## src/rtl/hazard_ctrl_pipe.sv

```systemverilog
// Hazard control for a 5-stage in-order pipeline: load-use stall, taken-branch flush,
// EX operand forwarding select and the ID/EX, EX/MEM, MEM/WB control registers.
module hazard_ctrl_pipe (
    input  logic        clk,
    input  logic        rst_n,
    input  logic        id_valid,
    input  logic [4:0]  id_rs1,
    input  logic [4:0]  id_rs2,
    input  logic [4:0]  id_rd,
    input  logic        id_reg_write,
    input  logic        id_alu_src,
    input  logic        id_mem_write,
    input  logic        id_mem_to_reg,
    input  logic        id_branch,
    input  logic [1:0]  id_alu_op,
    input  logic        ex_branch_taken,
    output logic        stall,
    output logic        flush,
    output logic        ex_valid,
    output logic        ex_reg_write,
    output logic        ex_alu_src,
    output logic        ex_mem_write,
    output logic        ex_mem_to_reg,
    output logic        ex_branch,
    output logic [1:0]  ex_alu_op,
    output logic [4:0]  ex_rs1,
    output logic [4:0]  ex_rs2,
    output logic [4:0]  ex_rd,
    output logic        mem_reg_write,
    output logic        mem_mem_write,
    output logic        mem_mem_to_reg,
    output logic [4:0]  mem_rd,
    output logic        wb_reg_write,
    output logic        wb_mem_to_reg,
    output logic [4:0]  wb_rd,
    output logic [1:0]  fwd_a,
    output logic [1:0]  fwd_b,
    output logic [15:0] bubble_count
);

    typedef struct packed {
        logic       valid;
        logic       reg_write;
        logic       alu_src;
        logic       mem_write;
        logic       mem_to_reg;
        logic       branch;
        logic [1:0] alu_op;
        logic [4:0] rs1;
        logic [4:0] rs2;
        logic [4:0] rd;
    } id_ex_t;

    localparam logic [1:0] FWD_RF  = 2'b00;
    localparam logic [1:0] FWD_WB  = 2'b01;
    localparam logic [1:0] FWD_MEM = 2'b10;

    id_ex_t      id_ex_q;
    id_ex_t      id_ex_d;
    logic        load_use;
    logic        rs1_dep;
    logic        rs2_dep;
    logic        branch_flush;
    logic        bubble;
    logic        mem_reg_write_q;
    logic        mem_mem_write_q;
    logic        mem_mem_to_reg_q;
    logic [4:0]  mem_rd_q;
    logic        wb_reg_write_q;
    logic        wb_mem_to_reg_q;
    logic [4:0]  wb_rd_q;
    logic [15:0] bubble_cnt_q;

    // rs2 is only a real source when it feeds the ALU or supplies store data.
    always_comb begin
        rs1_dep  = (id_ex_q.rd == id_rs1);
        rs2_dep  = (id_ex_q.rd == id_rs2) && (!id_alu_src || id_mem_write);
        load_use = id_valid && id_ex_q.valid && id_ex_q.mem_to_reg &&
                   (id_ex_q.rd != 5'd0) && (rs1_dep || rs2_dep);
    end

    // A flush already kills the ID instruction, so it wins over a stall.
    always_comb begin
        branch_flush = id_ex_q.valid && id_ex_q.branch && ex_branch_taken;
        stall        = load_use && !branch_flush;
        flush        = branch_flush;
        bubble       = stall || flush;
    end

    always_comb begin
        id_ex_d = '0;
        if (!bubble) begin
            id_ex_d.valid      = id_valid;
            id_ex_d.reg_write  = id_reg_write;
            id_ex_d.alu_src    = id_alu_src;
            id_ex_d.mem_write  = id_mem_write;
            id_ex_d.mem_to_reg = id_mem_to_reg;
            id_ex_d.branch     = id_branch;
            id_ex_d.alu_op     = id_alu_op;
            id_ex_d.rs1        = id_rs1;
            id_ex_d.rs2        = id_rs2;
            id_ex_d.rd         = id_rd;
        end
    end

    always_ff @(posedge clk or negedge rst_n) begin
        if (!rst_n) begin
            id_ex_q <= '0;
        end else begin
            id_ex_q <= id_ex_d;
        end
    end

    // Invalid EX slots must not leave a write intent behind in later stages.
    always_ff @(posedge clk or negedge rst_n) begin
        if (!rst_n) begin
            mem_reg_write_q  <= 1'b0;
            mem_mem_write_q  <= 1'b0;
            mem_mem_to_reg_q <= 1'b0;
            mem_rd_q         <= 5'd0;
        end else begin
            mem_reg_write_q  <= id_ex_q.reg_write  & id_ex_q.valid;
            mem_mem_write_q  <= id_ex_q.mem_write  & id_ex_q.valid;
            mem_mem_to_reg_q <= id_ex_q.mem_to_reg & id_ex_q.valid;
            mem_rd_q         <= id_ex_q.rd & {5{id_ex_q.valid}};
        end
    end

    always_ff @(posedge clk or negedge rst_n) begin
        if (!rst_n) begin
            wb_reg_write_q  <= 1'b0;
            wb_mem_to_reg_q <= 1'b0;
            wb_rd_q         <= 5'd0;
        end else begin
            wb_reg_write_q  <= mem_reg_write_q;
            wb_mem_to_reg_q <= mem_mem_to_reg_q;
            wb_rd_q         <= mem_rd_q;
        end
    end

    always_ff @(posedge clk or negedge rst_n) begin
        if (!rst_n) begin
            bubble_cnt_q <= 16'd0;
        end else if (bubble && (bubble_cnt_q != 16'hFFFF)) begin
            bubble_cnt_q <= bubble_cnt_q + 16'd1;
        end
    end

    // A load in MEM has no data yet, so it never forwards from that stage.
    always_comb begin
        fwd_a = FWD_RF;
        fwd_b = FWD_RF;
        if (mem_reg_write_q && !mem_mem_to_reg_q && (mem_rd_q != 5'd0) &&
            (mem_rd_q == id_ex_q.rs1)) begin
            fwd_a = FWD_MEM;
        end else if (wb_reg_write_q && (wb_rd_q != 5'd0) && (wb_rd_q == id_ex_q.rs1)) begin
            fwd_a = FWD_WB;
        end
        if (mem_reg_write_q && !mem_mem_to_reg_q && (mem_rd_q != 5'd0) &&
            (mem_rd_q == id_ex_q.rs2)) begin
            fwd_b = FWD_MEM;
        end else if (wb_reg_write_q && (wb_rd_q != 5'd0) && (wb_rd_q == id_ex_q.rs2)) begin
            fwd_b = FWD_WB;
        end
    end

    always_comb begin
        ex_valid       = id_ex_q.valid;
        ex_reg_write   = id_ex_q.reg_write;
        ex_alu_src     = id_ex_q.alu_src;
        ex_mem_write   = id_ex_q.mem_write;
        ex_mem_to_reg  = id_ex_q.mem_to_reg;
        ex_branch      = id_ex_q.branch;
        ex_alu_op      = id_ex_q.alu_op;
        ex_rs1         = id_ex_q.rs1;
        ex_rs2         = id_ex_q.rs2;
        ex_rd          = id_ex_q.rd;
        mem_reg_write  = mem_reg_write_q;
        mem_mem_write  = mem_mem_write_q;
        mem_mem_to_reg = mem_mem_to_reg_q;
        mem_rd         = mem_rd_q;
        wb_reg_write   = wb_reg_write_q;
        wb_mem_to_reg  = wb_mem_to_reg_q;
        wb_rd          = wb_rd_q;
        bubble_count   = bubble_cnt_q;
    end

endmodule
```

## config.mk

```make
export PLATFORM = sky130hd
export DESIGN_NAME = hazard_ctrl_pipe
export DESIGN_NICKNAME = d
export VERILOG_FILES = /design/src/rtl/hazard_ctrl_pipe.sv
export SDC_FILE = /design/constraint.sdc
export NUM_CORES = 1
export LEC_CHECK = 0
export CAP_MARGIN = 20
export CORE_MARGIN = 3
export CORE_UTILIZATION = 46
export DETAILED_ROUTE_END_ITERATION = 8
export PLACE_DENSITY = 0.8
export SYNTH_ARGS = -nofsm -noshare
export SYNTH_HDL_FRONTEND = slang
export SYNTH_SLANG_ARGS = --single-unit
```

## constraint.sdc

```tcl
create_clock -name clk -period 2.3 [get_ports clk]
set_input_delay 0.575 -clock clk [delete_from_list [all_inputs] [get_ports clk]]
set_output_delay 0.575 -clock clk [all_outputs]
set_load 0.1 [all_outputs]
```

==> results of run 1 <==
[cell usage after synthesis, types with 4 or more instances]
cell | number | area share
a211oi_1 | 5 | 0.015
and2_1 | 31 | 0.075
and3_1 | 5 | 0.012
dfrtp_1 | 54 | 0.52
inv_1 | 5 | 0.0073
nand2_1 | 10 | 0.015
nand3_1 | 11 | 0.021
nand4_1 | 6 | 0.015
nor2_1 | 5 | 0.0073
nor4_1 | 6 | 0.015
o21ai_0 | 4 | 0.0078
or4_1 | 5 | 0.015
xnor2_1 | 19 | 0.064
xor2_1 | 16 | 0.054
[cell type report]
class	instances	share of cell area
clock buffers	7	0.0226
clock inverters	1	0.00205
inverters	5	0.00439
multi-input cells	163	0.349
flip-flops and latches	54	0.337
well taps	70	0.0205
repair buffers	126	0.265
[kinds of logic (layout without fill, tap and decap cells)]
family          Yosys count  after routing  synth area share
compound gates           34             34             0.111
xor+xnor                 35             35             0.119
fa+ha+maj                 1              1           0.00484
buf+inv                  11            139            0.0199
flops                    54             54             0.523
mux                       4              4            0.0189
simple gates             89             89             0.203
[per-layer routing]
metal  vias to the layer above  part of all wire  global-route usage
li1                       1070                 -                   -
met2                       112              0.51               0.420
met5                         -                 0                   0
met3                        21             0.065              0.0377
met4                         0             0.027              0.0777
met1                      1183              0.40               0.309
[worst register-to-register path, delay by kind of cell (launching register included)]
family	cells	cell delay, ns
multiplexers	1	0.31
buffers and inverters	2	0.24
AO/OA/AOI/OAI	2	0.35
AND/OR/NAND/NOR	2	0.82
flip-flops	1	0.49
[where the power goes]
group	internal (mW)	total [mW]	switching [mW]
clock network	0.276	0.576	0.300
registers	1.04	1.15	0.102
logic	0.328	1.08	0.755
total	1.65	2.80	1.16
[final timing paths]
path                           startpoint              end  slack, ns  cells past startpoint
setup / recovery                 wb_rd[2]         fwd_b[0]      -0.36                      4
hold / removal                      rst_n     ex_alu_op[1]       0.25                      2
setup reg to reg                 ex_rd[4]  bubble_count[1]      -0.03                      7
hold reg to reg            mem_mem_to_reg    wb_mem_to_reg       0.45                      0
max in group asynchronous           rst_n         wb_rd[4]       1.77                      2
min in group clk           mem_mem_to_reg    wb_mem_to_reg       0.45                      0
[timing repair]
action / 4_1_cts / 5_1_grt
setup endpoints to repair: 5 / 13
gates resized for setup: 25 / 24
buffers inserted: 5 / 4
pin swaps: 13 / 16
==> impl_metrics.toml, run 1 <==
[cells_and_area]
final_util = 0.810
drive_gt1_frac = 0.542
antenna_cells = 0
mostFrequentLayoutCell = "buf_4"
area.growth.synth_to_final_pct = 65.4
largest_reg_flops = 16
multi_input_area_um2 = 1490
layout_common_cells = "buf_4 (85), and2_1 (31), dfrtp_2 (26), xor2_1 (16), clkdlybuf4s50_1 (16)"
final_cells = 426
final-seq-area_um2 = 1440
final_area_um2 = 4270
nNetsFinal = 382
nFillCells = 325

[die]
core_area_um2 = 5270
dieWidth_um = 80.9
initial_core_util = 0.490
ios = 86
dieHeight_um = 80.9
die-area_um2 = 6550
rows = 26

[logic_synthesis]
synthCells = 228
ys_seq_area_frac = 0.523
ys_seq_elements = 54
async_reset_ff_frac = 1.00
synth_cell_types = 44
synth_edf_count = 0
synthFlopType = "dfrtp_1"
yosysWarnings = 0
syn_area_per_cell_um2 = 11.3
syn_nets = 255
syn_area_um2 = 2580

[place]
placed_cell_area_um2 = 3870
hpwl_um = 5700
place_ws_ns = -0.266
place.gp.congestion = 0.878
portBuffers = 85
dp.cells = 412

[global_routing]
grt_max_degree = 55
grt_pass1_vias = 2362
antenna_found_initial = 0
grt_usage = 0.242
grt_pass1_wl_um = 12000
grt_overflow_total = 0

[flow_run]
max-cap-violations = 0

[sta]
fin_crit_sh = 1.16
finalWorstSetupSlack_ns = -0.360
setup_viol = 8
grt_setup_unrepaired = "true"
clock.fmax_mhz = 376
min_period_ns = 2.66
tns_ns = -1.28
maxSlewViolCount = 0
skew_ns = 0.00665
tightest_slew_ns = 0.368
holdWs_ns = 0.246
finalHoldViolations = 0
slew_headroom = 0.753

[power]
pwr_density_cell_nw_per_um2 = 657
irDropWorstVdd_mv = 0.685
total_power_mw = 2.80
p_leak_nw = 1.86

[worst_setup_path]
crit_type = "flop to output port"
cpPeakStageDelay_ns = 0.55
cp_data_required_time_ns = 1.73
crit_path_end_kind = "output port"
worstSetupStartpointType = "flop"
arrival_ns = 2.09
critPathMaxFanout = 3
crit_slowest_cell = "or4_4"
path_cells = "xor2_1, or4_4, nor4_4, buf_12"
cp_top_family = "simple AND/OR/NAND/NOR gates"
path_buf_inv = 1

[hold_path]
hold_class = "input port to asynchronous set/reset pin"

[route]
drc = 0
vias = 2386
drt_first_iter_violations = 177
wl_per_cell_um = 19.3
vias_per_cell = 5.60
postRouteAntennaNets = 0
finalWirelength_um = 8200
first_pass_iters = 4

[run_status]
violations = "setup timing"
outcome = "finished, violations left"

[clock_network]
htree_levels = 2
cts_hold_buf = 0
cts_buffers = 5
root_buffer = "clkbuf_8"
cts_tree = "yes"
cts.sinks = 54
cts_max_path_buffers = 2
clk_latency_ns = 0.31
clkTransAtPathRegs_ns = 0.10
Power figures use the tool's default switching activity.
==> run 2, diff against run 1 <==
--- a/config.mk
+++ b/config.mk
@@ -5,6 +5,7 @@
 export SDC_FILE = /design/constraint.sdc
 export NUM_CORES = 1
 export LEC_CHECK = 0
+export ABC_CLOCK_PERIOD_IN_PS = 2300
 export CAP_MARGIN = 20
 export CORE_MARGIN = 3
 export CORE_UTILIZATION = 46
==> results of run 2 <==
No change in the layout: final DEF, timing and power equal those of run 1.
==> run 3, diff against run 2 <==
--- a/config.mk
+++ b/config.mk
@@ -11,6 +11,7 @@
 export CORE_UTILIZATION = 46
 export DETAILED_ROUTE_END_ITERATION = 8
 export PLACE_DENSITY = 0.8
+export RECOVER_POWER = 50
 export SYNTH_ARGS = -nofsm -noshare
 export SYNTH_HDL_FRONTEND = slang
 export SYNTH_SLANG_ARGS = --single-unit
==> run 3 against run 2 <==
Effect of this change: the flow still finishes with violations (setup timing); global-route usage unchanged; register-to-register slack about the same; cell count unchanged; utilization shrank 1.3 points; routed wire length is 0.26% lower; first-iteration DRC count decreased by 2.3%; design area is 1.6% lower; sequential share of layout area increased by 0.49 points; sequential cell count unchanged.
==> impl_metrics.toml, run 3 (synthesis gave the netlist of run 1 again) <==
[place]
hpwl_um = 5700
place_ws_ns = -0.266
portBuffers = 85
dp.cells = 412
place.gp.congestion = 0.878

[route]
wl_per_cell_um = 19.2
drc = 0
postRouteAntennaNets = 0
drt_first_iter_violations = 173
first_pass_iters = 4
vias = 2374
finalWirelength_um = 8180
vias_per_cell = 5.57

[cells_and_area]
antenna_cells = 0
nNetsFinal = 382
largest_reg_flops = 16
layout_common_cells = "buf_4 (74), and2_1 (29), dfrtp_2 (24), xor2_1 (16), clkdlybuf4s50_1 (16)"
mostFrequentLayoutCell = "buf_4"
area.growth.synth_to_final_pct = 62.7
final_cells = 426
drive_gt1_frac = 0.525

[die]
dieHeight_um = 80.9
die-area_um2 = 6550
core_area_um2 = 5270
rows = 26
dieWidth_um = 80.9
ios = 86
initial_core_util = 0.490

[hold_path]
min_from = "mem_mem_to_reg"
hold_class = "flop to flop"

[power]
pwr_density_cell_nw_per_um2 = 662
total_power_mw = 2.78
irDropWorstVdd_mv = 0.685
power_frac_seq = 0.411
p_leak_nw = 1.83
switching_share = 0.415
p_comb_frac = 0.382
power_frac_clock = 0.207
p_int_mw = 1.63
power.switching_mw = 1.15

[clock_network]
cts_max_path_buffers = 2
cts.sinks = 54
clkTransAtPathRegs_ns = 0.10
root_buffer = "clkbuf_8"
htree_levels = 2
clk_latency_ns = 0.31
cts_buffers = 5
cts_tree = "yes"

[global_routing]
grt_max_degree = 55
grt_pass1_wl_um = 12000
antenna_found_initial = 0
grt_overflow_total = 0
grt_usage = 0.242
grt_pass1_vias = 2362

[worst_setup_path]
ff2ff_setup_slack_ns = -0.03
cp_data_required_time_ns = 1.73
cpPeakStageDelay_ns = 0.55
worstSetupStartpointType = "flop"
crit_start = "wb_rd[2]"
rr_worst_depth = 8
crit_path_end_kind = "output port"
critPathMaxFanout = 3
worstReg2RegStart = "ex_rd[1]"
path_cells = "xor2_1, or4_4, nor4_4, buf_12"
crit_type = "flop to output port"
crit_slowest_cell = "or4_4"
regToRegEndpoint = "bubble_count[14]"
arrival_ns = 2.09
crit_end = "fwd_b[0]"

[sta]
holdWs_ns = 0.454
grt_setup_unrepaired = "true"
finalHoldViolations = 0
slew_headroom = 0.138
maxSlewViolCount = 0
skew_ns = 0.00741
tns_ns = -1.53
setup_viol = 9
clock.fmax_mhz = 376
finalWorstSetupSlack_ns = -0.360
fin_crit_sh = 1.16
min_period_ns = 2.66
tightest_slew_ns = 1.29

[run_status]
violations = "setup timing"
outcome = "finished, violations left"

[flow_run]
max-cap-violations = 0
## run 3: cell count changes in the layout (fill, tap and decap cells not counted)
cell	before	now
and2_0	0	2
and2_1	31	29
buf_12	7	6
buf_4	85	74
buf_6	8	5
clkbuf_1	0	4
clkbuf_2	0	11
dfrtp_1	13	15
dfrtp_2	26	24
## run 3: power by group through the flow
| stage | clock network, mW | logic [mW] | registers, mW |
|---|---|---|---|
| finish | 0.576 | 1.06 | 1.14 |
| CTS | 0.588 | 1.04 | 1.14 |
| global route | 0.632 | 1.11 | 1.16 |
| floorplan | 0 | 0.208 | 1.66 |
| global placement | 0 | 0.997 | 1.15 |
| detailed placement | 0 | 1.01 | 1.15 |
## run 3: worst min path at each step
stage	slack (ns)	cells past startpoint	end
2_1_floorplan	0.28	0	bubble_count[10]
3_3_place_gp	0.42	0	wb_mem_to_reg
3_5_place_dp	0.42	0	wb_mem_to_reg
4_1_cts	0.26	2	ex_rd[4]
5_1_grt	0.46	0	wb_mem_to_reg
6_report	0.45	0	wb_mem_to_reg
## run 3: what timing repair did
action                                  CTS  global route
buffers inserted                          5             4
endpoints found under the setup margin    5            13
pin swaps                                13            16
hold buffers                              0             0
gates resized for setup                  25            24
## run 3: layer usage
layer / share of wire / global-route usage / vias up
met5: 0 / 0 / -
met4: 0.027 / 0.0777 / 0
met3: 0.066 / 0.0377 / 21
met2: 0.51 / 0.420 / 102
met1: 0.40 / 0.309 / 1177
li1: - / - / 1074
## run 3: area by class of cell
class                   count  area, um2
flip-flops and latches     54       1440
inverters                   5       18.8
well taps                  70       87.6
clock inverters             1       8.76
repair buffers            126       1060
fillers                   340       1070
multi-input cells         163       1490
clock buffers               7       96.3
## run 3: stage by stage
step / utilization / cell area (um2)
floorplan: - / 2770
global placement: 0.735 / 3870
detailed placement: 0.735 / 3870
CTS: 0.779 / 4110
global route: 0.797 / 4200
finish: 0.797 / 4200
## run 3: worst max-delay path: cells and delay by family, from the launching register on
family / cells / cell delay [ns]
AND/OR/NAND/NOR: 2 / 0.89
flip-flops: 1 / 0.51
buffers and inverters: 1 / 0.21
XOR/XNOR: 1 / 0.16
